--- src/rtl/barcode_pkg.sv ---
// -----------------------------------------------------------------------------
// barcode_pkg
// Shared definitions for the barcode entry buffer: default geometry, the code
// used for an empty digit slot, the 10 s idle timeout at 50 MHz, the entry
// FSM state encoding and the per-cycle action chosen by the strobe arbiter.
// -----------------------------------------------------------------------------
package barcode_pkg;

  localparam int         NUM_DIGITS_DEFAULT = 4;
  localparam int         DIGIT_W_DEFAULT    = 4;
  localparam logic [3:0] BLANK_DIGIT        = 4'hF;
  localparam int         TIMEOUT_10S_50MHZ  = 500_000_000;

  typedef enum logic [1:0] {
    EMPTY,
    ENTRY,
    FULL,
    PRESENT
  } state_e;

  // The single action taken on a clock edge after strobe arbitration.
  typedef enum logic [2:0] {
    ACT_NONE,
    ACT_CLEAR,
    ACT_BACK,
    ACT_DIGIT,
    ACT_COMMIT,
    ACT_TIMEOUT
  } action_e;

endpackage

--- src/rtl/barcode_entry_buffer_if.sv ---
// -----------------------------------------------------------------------------
// barcode_entry_buffer_if
// Keypad-side strobes plus the downstream valid/ready barcode handshake.
//   master : drives ENABLE, Digit_in, BACKSPACE, CLEAR, COMMIT, BARCODE_READY
//   slave  : drives BARCODE_VALID, Barcode_Digits, Digit_Count,
//            BarcodeDigitCompleted, TIMEOUT
// -----------------------------------------------------------------------------
interface barcode_entry_buffer_if
  import barcode_pkg::*;
#(
  parameter int NUM_DIGITS = NUM_DIGITS_DEFAULT,
  parameter int DIGIT_W    = DIGIT_W_DEFAULT
);

  localparam int CNT_W = $clog2(NUM_DIGITS + 1);

  logic                          ENABLE;
  logic [DIGIT_W-1:0]            Digit_in;
  logic                          BACKSPACE;
  logic                          CLEAR;
  logic                          COMMIT;
  logic                          BARCODE_READY;
  logic                          BARCODE_VALID;
  logic [NUM_DIGITS*DIGIT_W-1:0] Barcode_Digits;
  logic [CNT_W-1:0]              Digit_Count;
  logic                          BarcodeDigitCompleted;
  logic                          TIMEOUT;

  modport master (
    output ENABLE, Digit_in, BACKSPACE, CLEAR, COMMIT, BARCODE_READY,
    input  BARCODE_VALID, Barcode_Digits, Digit_Count, BarcodeDigitCompleted,
           TIMEOUT
  );

  modport slave (
    input  ENABLE, Digit_in, BACKSPACE, CLEAR, COMMIT, BARCODE_READY,
    output BARCODE_VALID, Barcode_Digits, Digit_Count, BarcodeDigitCompleted,
           TIMEOUT
  );

endinterface

--- src/rtl/barcode_idle_timer.sv ---
// -----------------------------------------------------------------------------
// barcode_idle_timer
// Counts clock cycles while 'run' is high. 'restart' (or run low) returns the
// count to 0. 'expire' is high during the cycle in which the count sits at
// TIMEOUT_CYCLES-1 while running, i.e. TIMEOUT_CYCLES edges after a restart.
//   clk, rst_n : clock, asynchronous active-low reset
//   restart    : force the count back to 0 on the next edge
//   run        : count enable
//   expire     : idle period elapsed
// -----------------------------------------------------------------------------
module barcode_idle_timer
  import barcode_pkg::*;
#(
  parameter int TIMEOUT_CYCLES = TIMEOUT_10S_50MHZ
) (
  input  logic clk,
  input  logic rst_n,
  input  logic restart,
  input  logic run,
  output logic expire
);

  localparam int                CNT_W = (TIMEOUT_CYCLES > 2) ? $clog2(TIMEOUT_CYCLES) : 1;
  localparam logic [CNT_W-1:0]  LAST  = CNT_W'(TIMEOUT_CYCLES - 1);

  logic [CNT_W-1:0] cnt_q;

  // NOTE: sequential state uses non-blocking assignments so every register
  // samples the pre-edge values of its neighbours regardless of block order.
  always_ff @(posedge clk or negedge rst_n) begin
    if (!rst_n) begin
      cnt_q <= '0;
    end else if (restart || !run || cnt_q == LAST) begin
      cnt_q <= '0;
    end else begin
      cnt_q <= cnt_q + CNT_W'(1);
    end
  end

  assign expire = run && (cnt_q == LAST);

endmodule

--- src/rtl/barcode_entry_buffer.sv ---
// -----------------------------------------------------------------------------
// barcode_entry_buffer
// Collects decimal digits from a keypad into a NUM_DIGITS-wide shift buffer
// (digit 0 newest), supports backspace/clear, and presents a complete barcode
// downstream with a valid/ready handshake. A partial entry left idle for
// TIMEOUT_CYCLES is discarded with a one-cycle TIMEOUT pulse.
//   CLK, RESET_N : clock, asynchronous active-low reset
//   bus (slave)  : strobes in; barcode, count, flags out (all registered)
// -----------------------------------------------------------------------------
module barcode_entry_buffer
  import barcode_pkg::*;
#(
  parameter int                 NUM_DIGITS     = NUM_DIGITS_DEFAULT,
  parameter int                 DIGIT_W        = DIGIT_W_DEFAULT,
  parameter logic [DIGIT_W-1:0] BLANK          = DIGIT_W'(BLANK_DIGIT),
  parameter int                 TIMEOUT_CYCLES = TIMEOUT_10S_50MHZ
) (
  input logic                   CLK,
  input logic                   RESET_N,
  barcode_entry_buffer_if.slave bus
);

  localparam int               TOTAL_W    = NUM_DIGITS * DIGIT_W;
  localparam int               CNT_W      = $clog2(NUM_DIGITS + 1);
  localparam logic [CNT_W-1:0] FULL_COUNT = CNT_W'(NUM_DIGITS);
  localparam logic [TOTAL_W-1:0] ALL_BLANK = {NUM_DIGITS{BLANK}};

  state_e             state_q, state_d;
  logic [TOTAL_W-1:0] digits_q, digits_d;
  logic [CNT_W-1:0]   count_q, count_d;
  logic               valid_q, valid_d;
  logic               done_q, done_d;
  logic               timeout_q, timeout_d;

  action_e            action;
  logic               entry_active;
  logic               digit_ok;
  logic               expire;
  logic               timer_restart;

  assign entry_active = (state_q == ENTRY) || (state_q == FULL);
  assign digit_ok     = (bus.Digit_in <= DIGIT_W'(9));

  // Strobe arbitration: the highest-priority strobe present decides the
  // action; if it is not meaningful in the current state, the lower strobes
  // are still dropped. The idle timeout only fires when no strobe acted.
  // NOTE: every combinational output is given a default first so no path
  // leaves it unassigned, which would otherwise infer a latch.
  always_comb begin
    action = ACT_NONE;
    if (state_q != PRESENT) begin
      if (bus.CLEAR) begin
        if (entry_active) action = ACT_CLEAR;
      end else if (bus.BACKSPACE) begin
        if (entry_active) action = ACT_BACK;
      end else if (bus.ENABLE) begin
        if (digit_ok && state_q != FULL) action = ACT_DIGIT;
      end else if (bus.COMMIT) begin
        if (state_q == FULL) action = ACT_COMMIT;
      end
    end
    if (action == ACT_NONE && expire) action = ACT_TIMEOUT;
  end

  // Next-state and next-output logic.
  always_comb begin
    state_d   = state_q;
    digits_d  = digits_q;
    count_d   = count_q;
    timeout_d = 1'b0;

    unique case (action)
      ACT_CLEAR, ACT_TIMEOUT: begin
        state_d   = EMPTY;
        digits_d  = ALL_BLANK;
        count_d   = '0;
        timeout_d = (action == ACT_TIMEOUT);
      end
      ACT_BACK: begin
        digits_d = {BLANK, digits_q[TOTAL_W-1:DIGIT_W]};
        count_d  = count_q - CNT_W'(1);
        state_d  = (count_d == '0) ? EMPTY : ENTRY;
      end
      ACT_DIGIT: begin
        digits_d = {digits_q[TOTAL_W-DIGIT_W-1:0], bus.Digit_in};
        count_d  = count_q + CNT_W'(1);
        state_d  = (count_d == FULL_COUNT) ? FULL : ENTRY;
      end
      ACT_COMMIT: begin
        state_d = PRESENT;
      end
      default: begin
        // Downstream accepts the presented barcode.
        if (state_q == PRESENT && valid_q && bus.BARCODE_READY) begin
          state_d  = EMPTY;
          digits_d = ALL_BLANK;
          count_d  = '0;
        end
      end
    endcase

    valid_d = (state_d == PRESENT);
    done_d  = (count_d == FULL_COUNT);
  end

  // NOTE: the digit buffer is reset like any other register because its
  // contents are directly visible on Barcode_Digits; blank slots must read as
  // BLANK from the moment reset asserts.
  always_ff @(posedge CLK or negedge RESET_N) begin
    if (!RESET_N) begin
      state_q   <= EMPTY;
      digits_q  <= ALL_BLANK;
      count_q   <= '0;
      valid_q   <= 1'b0;
      done_q    <= 1'b0;
      timeout_q <= 1'b0;
    end else begin
      state_q   <= state_d;
      digits_q  <= digits_d;
      count_q   <= count_d;
      valid_q   <= valid_d;
      done_q    <= done_d;
      timeout_q <= timeout_d;
    end
  end

  // The timer restarts on every accepted digit/backspace and is also zeroed
  // on any edge that leaves ENTRY/FULL, so it sits at 0 in EMPTY and PRESENT.
  assign timer_restart = (action == ACT_BACK) || (action == ACT_DIGIT) ||
                         !((state_d == ENTRY) || (state_d == FULL));

  barcode_idle_timer #(
    .TIMEOUT_CYCLES(TIMEOUT_CYCLES)
  ) u_idle_timer (
    .clk    (CLK),
    .rst_n  (RESET_N),
    .restart(timer_restart),
    .run    (entry_active),
    .expire (expire)
  );

  assign bus.BARCODE_VALID         = valid_q;
  assign bus.Barcode_Digits        = digits_q;
  assign bus.Digit_Count           = count_q;
  assign bus.BarcodeDigitCompleted = done_q;
  assign bus.TIMEOUT               = timeout_q;

endmodule

--- src/flat_wrapper.sv ---
// flat-port wrapper written by rule: the top's interface ports become plain ports
module barcode_entry_buffer_flat import barcode_pkg::*;
#(
  parameter int                 NUM_DIGITS     = NUM_DIGITS_DEFAULT,
  parameter int                 DIGIT_W        = DIGIT_W_DEFAULT,
  parameter logic [DIGIT_W-1:0] BLANK          = DIGIT_W'(BLANK_DIGIT),
  parameter int                 TIMEOUT_CYCLES = TIMEOUT_10S_50MHZ
)
  (CLK, RESET_N, bus_ENABLE, bus_Digit_in, bus_BACKSPACE, bus_CLEAR, bus_COMMIT, bus_BARCODE_READY, bus_BARCODE_VALID, bus_Barcode_Digits, bus_Digit_Count, bus_BarcodeDigitCompleted, bus_TIMEOUT);
  barcode_entry_buffer_if #(.NUM_DIGITS(NUM_DIGITS), .DIGIT_W(DIGIT_W)) bus_i ();
  input logic CLK;
  input logic RESET_N;
  input wire logic [$bits(bus_i.ENABLE)-1:0] bus_ENABLE;
  input wire logic [$bits(bus_i.Digit_in)-1:0] bus_Digit_in;
  input wire logic [$bits(bus_i.BACKSPACE)-1:0] bus_BACKSPACE;
  input wire logic [$bits(bus_i.CLEAR)-1:0] bus_CLEAR;
  input wire logic [$bits(bus_i.COMMIT)-1:0] bus_COMMIT;
  input wire logic [$bits(bus_i.BARCODE_READY)-1:0] bus_BARCODE_READY;
  output wire logic [$bits(bus_i.BARCODE_VALID)-1:0] bus_BARCODE_VALID;
  output wire logic [$bits(bus_i.Barcode_Digits)-1:0] bus_Barcode_Digits;
  output wire logic [$bits(bus_i.Digit_Count)-1:0] bus_Digit_Count;
  output wire logic [$bits(bus_i.BarcodeDigitCompleted)-1:0] bus_BarcodeDigitCompleted;
  output wire logic [$bits(bus_i.TIMEOUT)-1:0] bus_TIMEOUT;
  assign bus_i.ENABLE = bus_ENABLE;
  assign bus_i.Digit_in = bus_Digit_in;
  assign bus_i.BACKSPACE = bus_BACKSPACE;
  assign bus_i.CLEAR = bus_CLEAR;
  assign bus_i.COMMIT = bus_COMMIT;
  assign bus_i.BARCODE_READY = bus_BARCODE_READY;
  assign bus_BARCODE_VALID = bus_i.BARCODE_VALID;
  assign bus_Barcode_Digits = bus_i.Barcode_Digits;
  assign bus_Digit_Count = bus_i.Digit_Count;
  assign bus_BarcodeDigitCompleted = bus_i.BarcodeDigitCompleted;
  assign bus_TIMEOUT = bus_i.TIMEOUT;
  barcode_entry_buffer #(.NUM_DIGITS(NUM_DIGITS), .DIGIT_W(DIGIT_W), .BLANK(BLANK), .TIMEOUT_CYCLES(TIMEOUT_CYCLES)) u_core (.CLK(CLK), .RESET_N(RESET_N), .bus(bus_i));
endmodule
--- config.mk ---
export PLATFORM = sky130hd
export DESIGN_NAME = barcode_entry_buffer_flat
export DESIGN_NICKNAME = d
export VERILOG_FILES = /design/src/rtl/barcode_pkg.sv /design/src/rtl/barcode_entry_buffer_if.sv /design/src/rtl/barcode_idle_timer.sv /design/src/rtl/barcode_entry_buffer.sv /design/src/flat_wrapper.sv
export SDC_FILE = /design/constraint.sdc
export NUM_CORES = 1
export LEC_CHECK = 0
export ABC_AREA = 1
export ABC_CLOCK_PERIOD_IN_PS = 2900
export BUFFER_PORTS_ARGS = -buffer_cell sky130_fd_sc_hd__buf_2
export CAP_MARGIN = 20
export CORE_ASPECT_RATIO = 0.75
export CORE_MARGIN = 2
export CORE_UTILIZATION = 35
export DETAILED_ROUTE_END_ITERATION = 7
export GPL_TIMING_DRIVEN = 1
export PLACE_DENSITY = 0.61
export SYNTH_ARGS = -nofsm -noshare
export SYNTH_HDL_FRONTEND = slang
export SYNTH_SLANG_ARGS = --single-unit
export TNS_END_PERCENT = 5
--- constraint.sdc ---
create_clock -name CLK -period 2.9 [get_ports CLK]
set_input_delay 0.145 -clock CLK [delete_from_list [all_inputs] [get_ports CLK]]
set_output_delay 0.145 -clock CLK [all_outputs]
set_load 0.05 [all_outputs]
==> metrics.json <==
{
  "finish": {
    "antenna_cells": 0,
    "layout_common_cells": "78 x sky130_fd_sc_hd__nand2_1, 56 x sky130_fd_sc_hd__nor2_1, 49 x sky130_fd_sc_hd__inv_1",
    "ff_latch_area_um2": 1350,
    "layout-drive-gt1-share_pct": 20.5,
    "mostFrequentLayoutCell": "sky130_fd_sc_hd__nand2_1",
    "final.fill_count": 845,
    "multi_input_area_um2": 1430,
    "flow.area_growth_from_synthesis_pct": 14.8,
    "numnets_final": 432
  },
  "synth": {
    "yosys_register_bits": 53,
    "synthesis.area_um2": 3020,
    "synth-seq-area-share_pct": 44.6,
    "ys.flop_type": "sky130_fd_sc_hd__dfrtp_1",
    "per_instance_average_area_after_synthesis_um2": 8.04,
    "synth_nets": 395,
    "yosys-top-cells-area": "sky130_fd_sc_hd__dfrtp_1 31%, sky130_fd_sc_hd__dfstp_2 14%, sky130_fd_sc_hd__nand2_1 9.7%",
    "synth_edf_count": 0,
    "yosys.cell_types.count": 35,
    "yosysTopAreaCell": "sky130_fd_sc_hd__dfrtp_1",
    "yosys.area.top_type_share_pct": 30.6,
    "async_reset_ff_share_pct": 100,
    "synthCells": 376,
    "yosys_warnings": 0
  },
  "floorplan": {
    "design.die.area_um2": 9400,
    "placement_rows": 29,
    "floorplan.die.height_um": 84.5,
    "start_util_pct": 35.9,
    "core_region_area_um2": 8420,
    "die_w_um": 111,
    "pin_count": 33
  },
  "placed_design": {
    "routability_driven_placement_congestion_ratio": 0.875,
    "detailedPlacementHpwl_mm": 5.06,
    "buffer_ports.inserted": 32
  },
  "sta": {
    "layout_worst_path_cycle_share_pct": 90.8,
    "hold_viol": 0,
    "period_needed_ps": 2630,
    "final_clock_skew_ps": 4.92,
    "final.setup.tns_ps": 0,
    "setup_violations": 0,
    "slew-limit-headroom_pct": 53.1,
    "timing.fmax_ghz": 0.380,
    "timing.final.max_slew_violations": 0,
    "holdWs_ps": 156,
    "grt_setup_unrepaired": "false",
    "transition_time_of_the_tightest_slew_check_pin_ps": 697
  },
  "route": {
    "firstDrtPassIters": 6,
    "detail_route.wirelength_mm": 6.67,
    "dr_total_vias": 2497,
    "post_drt_via_cell_ratio": 4.78,
    "drt_iter0_drc": 188,
    "routedWlPerCell_um": 12.8,
    "drt_drc_violations_left": 0,
    "ant_nets": 0
  },
  "hold_path": {
    "hold_path.startpoint": "bus_Digit_in[3]",
    "worst_hold_path.num_cells": 3,
    "min_delay_worst_endpoint": "u_core.bus.Barcode_Digits[3]",
    "min-delay-path-class": "in2reg"
  },
  "clock_network": {
    "skew_pair_late_insertion_delay_ps": 290,
    "clock_tree.root_cell": "sky130_fd_sc_hd__clkbuf_16",
    "clk_path_buf_depth": 2,
    "cts_inserted_buffers": 5,
    "cts_setup_buffers": 0,
    "clock_tree_from_tritoncts": "done",
    "cts.htree.levels": 2,
    "clkSlewWorstSetupHoldPaths_ps": 70,
    "clock-sinks": 53
  },
  "setup_path": {
    "rrSetupSlack_ps": 270,
    "critical_path.startpoint_type": "flip-flop",
    "end_kind": "flip-flop",
    "class_of_the_most_critical_setup_path": "reg2reg",
    "reg2reg_depth": 14,
    "cp_cell_sequence": "inv_1 -> ha_1 -> inv_1 -> nand2_1 -> nand2_1 -> nand2_2 -> nor2_1 -> inv_2 -> o211ai_1 -> ha_1 -> nand4_1 -> buf_12 -> o21bai_1 -> a21oi_1",
    "crit-reg2reg-launch": "u_core.state_q[0]",
    "critical_path_peak_fanout": 29,
    "cp.arrival_ps": 2810,
    "regToRegEndpoint": "u_core.u_idle_timer.cnt_q[24]",
    "cell_with_the_biggest_individual_delay_on_the_critical_path": "sky130_fd_sc_hd__dfrtp_1",
    "cp_slowest_stage_delay_ps": 390,
    "critical_path_required_ps": 3080
  },
  "pwr": {
    "totalPowerFinal_mw": 2.62,
    "total_leakage_power_nw": 1.53,
    "power-per-cell-area_nw_per_um2": 755,
    "irDropWorstVdd_mv": 0.352
  },
  "global_routing": {
    "grt_max_degree": 36,
    "grt_antenna_before_repair": 0,
    "grt_overflow": 0,
    "global_route_wire_length_before_repair_mm": 11.8,
    "use_met2_pct": 23.7,
    "met1_usage_grt_pct": 22.0,
    "top_usage_layer": "met2",
    "globalRouteMet3Util_pct": 3.18,
    "vias_in_the_first_global_route": 2460,
    "global_route.usage.total_pct": 15.2
  },
  "job": {
    "max_cap_viol_count": 0
  },
  "outcome": {
    "outcome": "finished, final reports clean"
  }
}
## synth_stat cells, types with 2 or more instances
library cell              instances
sky130_fd_sc_hd__a21oi_1          6
sky130_fd_sc_hd__buf_2            3
sky130_fd_sc_hd__buf_6            3
sky130_fd_sc_hd__dfrtp_1         37
sky130_fd_sc_hd__dfstp_2         16
sky130_fd_sc_hd__ha_1             8
sky130_fd_sc_hd__inv_1           49
sky130_fd_sc_hd__nand2_1         78
sky130_fd_sc_hd__nand2_2          4
sky130_fd_sc_hd__nand2_4          2
sky130_fd_sc_hd__nand3_1         19
sky130_fd_sc_hd__nand4_1          8
sky130_fd_sc_hd__nor2_1          56
sky130_fd_sc_hd__nor2_2           4
sky130_fd_sc_hd__nor2_4           2
sky130_fd_sc_hd__nor3_1          11
sky130_fd_sc_hd__nor3_2           2
sky130_fd_sc_hd__nor3b_1          2
sky130_fd_sc_hd__nor4_1           7
sky130_fd_sc_hd__o21ai_0          4
sky130_fd_sc_hd__o21ai_1          5
sky130_fd_sc_hd__o21ai_2          8
sky130_fd_sc_hd__o22a_1           4
sky130_fd_sc_hd__o22ai_1         12
sky130_fd_sc_hd__xnor2_1          4
sky130_fd_sc_hd__xor2_1          13
## kinds of logic after synthesis
family / after synthesis / share of synthesized area [%]
compound gates: 43 / 9.44
buf+inv: 58 / 8.16
xor+xnor: 17 / 4.93
fa+ha+maj: 8 / 3.31
simple gates: 197 / 29.6
flops: 53 / 44.6
## sequential cells by signal (all words and copies together), names as in the netlist
signal,cells
u_core.bus.BARCODE_VALID,1
u_core.bus.Digit_Count,3
u_core.state_q,2
u_core.bus.TIMEOUT,1
u_core.u_idle_timer.cnt_q,29
u_core.bus.Barcode_Digits,16
u_core.bus.BarcodeDigitCompleted,1
## layout make-up
class	instances	share of cell area, %
Multi-Input combinational cell	265	41.2
Sequential cell	53	38.8
Timing Repair Buffer	37	6.13
Inverter	51	5.59
Tap cell	108	3.90
Clock buffer	5	3.61
Clock inverter	3	0.758
## metal layers
| metal | part of all wire (%) | routed length [µm] |
|---|---|---|
| met5 | 0 | 0 |
| met4 | 0.81 | 54 |
| met3 | 5.0 | 334 |
| met2 | 43 | 2840 |
| met1 | 52 | 3440 |
## power by group
| part | switching (mW) | internal (mW) |
|---|---|---|
| clock network | 0.283 | 0.327 |
| logic | 0.711 | 0.241 |
| registers | 0.126 | 0.930 |
## per-stage QoR
stage	std cells	area, µm²	setup WS, ps	utilization, %
2_1_floorplan	376	3020	358	-
3_3_place_gp	513	3310	413	39.3
3_5_place_dp	513	3310	351	39.3
4_1_cts	522	3470	287	41.2
5_1_grt	522	3470	43.6	41.2
6_report	522	3470	267	41.2
## worst max-delay path by stage
stage | start | to | slack (ps) | cells after the start
detailed placement | u_core.state_q[0] | u_core.u_idle_timer.cnt_q[24] | 350 | 14
CTS | u_core.state_q[0] | u_core.u_idle_timer.cnt_q[24] | 290 | 14
global route | u_core.state_q[0] | u_core.u_idle_timer.cnt_q[24] | 40 | 14
floorplan | u_core.state_q[0] | u_core.u_idle_timer.cnt_q[25] | 360 | 15
finish | u_core.state_q[0] | u_core.u_idle_timer.cnt_q[24] | 270 | 14
global placement | u_core.state_q[0] | u_core.u_idle_timer.cnt_q[24] | 410 | 14
## worst max-delay path, delay by kind of cell, from the launching register on
| family | cells | cell delay (ps) |
|---|---|---|
| DFF | 1 | 390 |
| and+or+nand+nor | 5 | 680 |
| adders and majority gates | 2 | 580 |
| AOI/OAI and AO/OA | 3 | 390 |
| buffers and inverters | 4 | 460 |
## repair_timing
| item | in CTS | in global routing |
|---|---|---|
| hold endpoints to repair | 18 | 0 |
| hold buffers | 1 | 0 |
| gates resized for setup | 0 | 0 |
No activity file was read; power rests on OpenSTA's default activity.
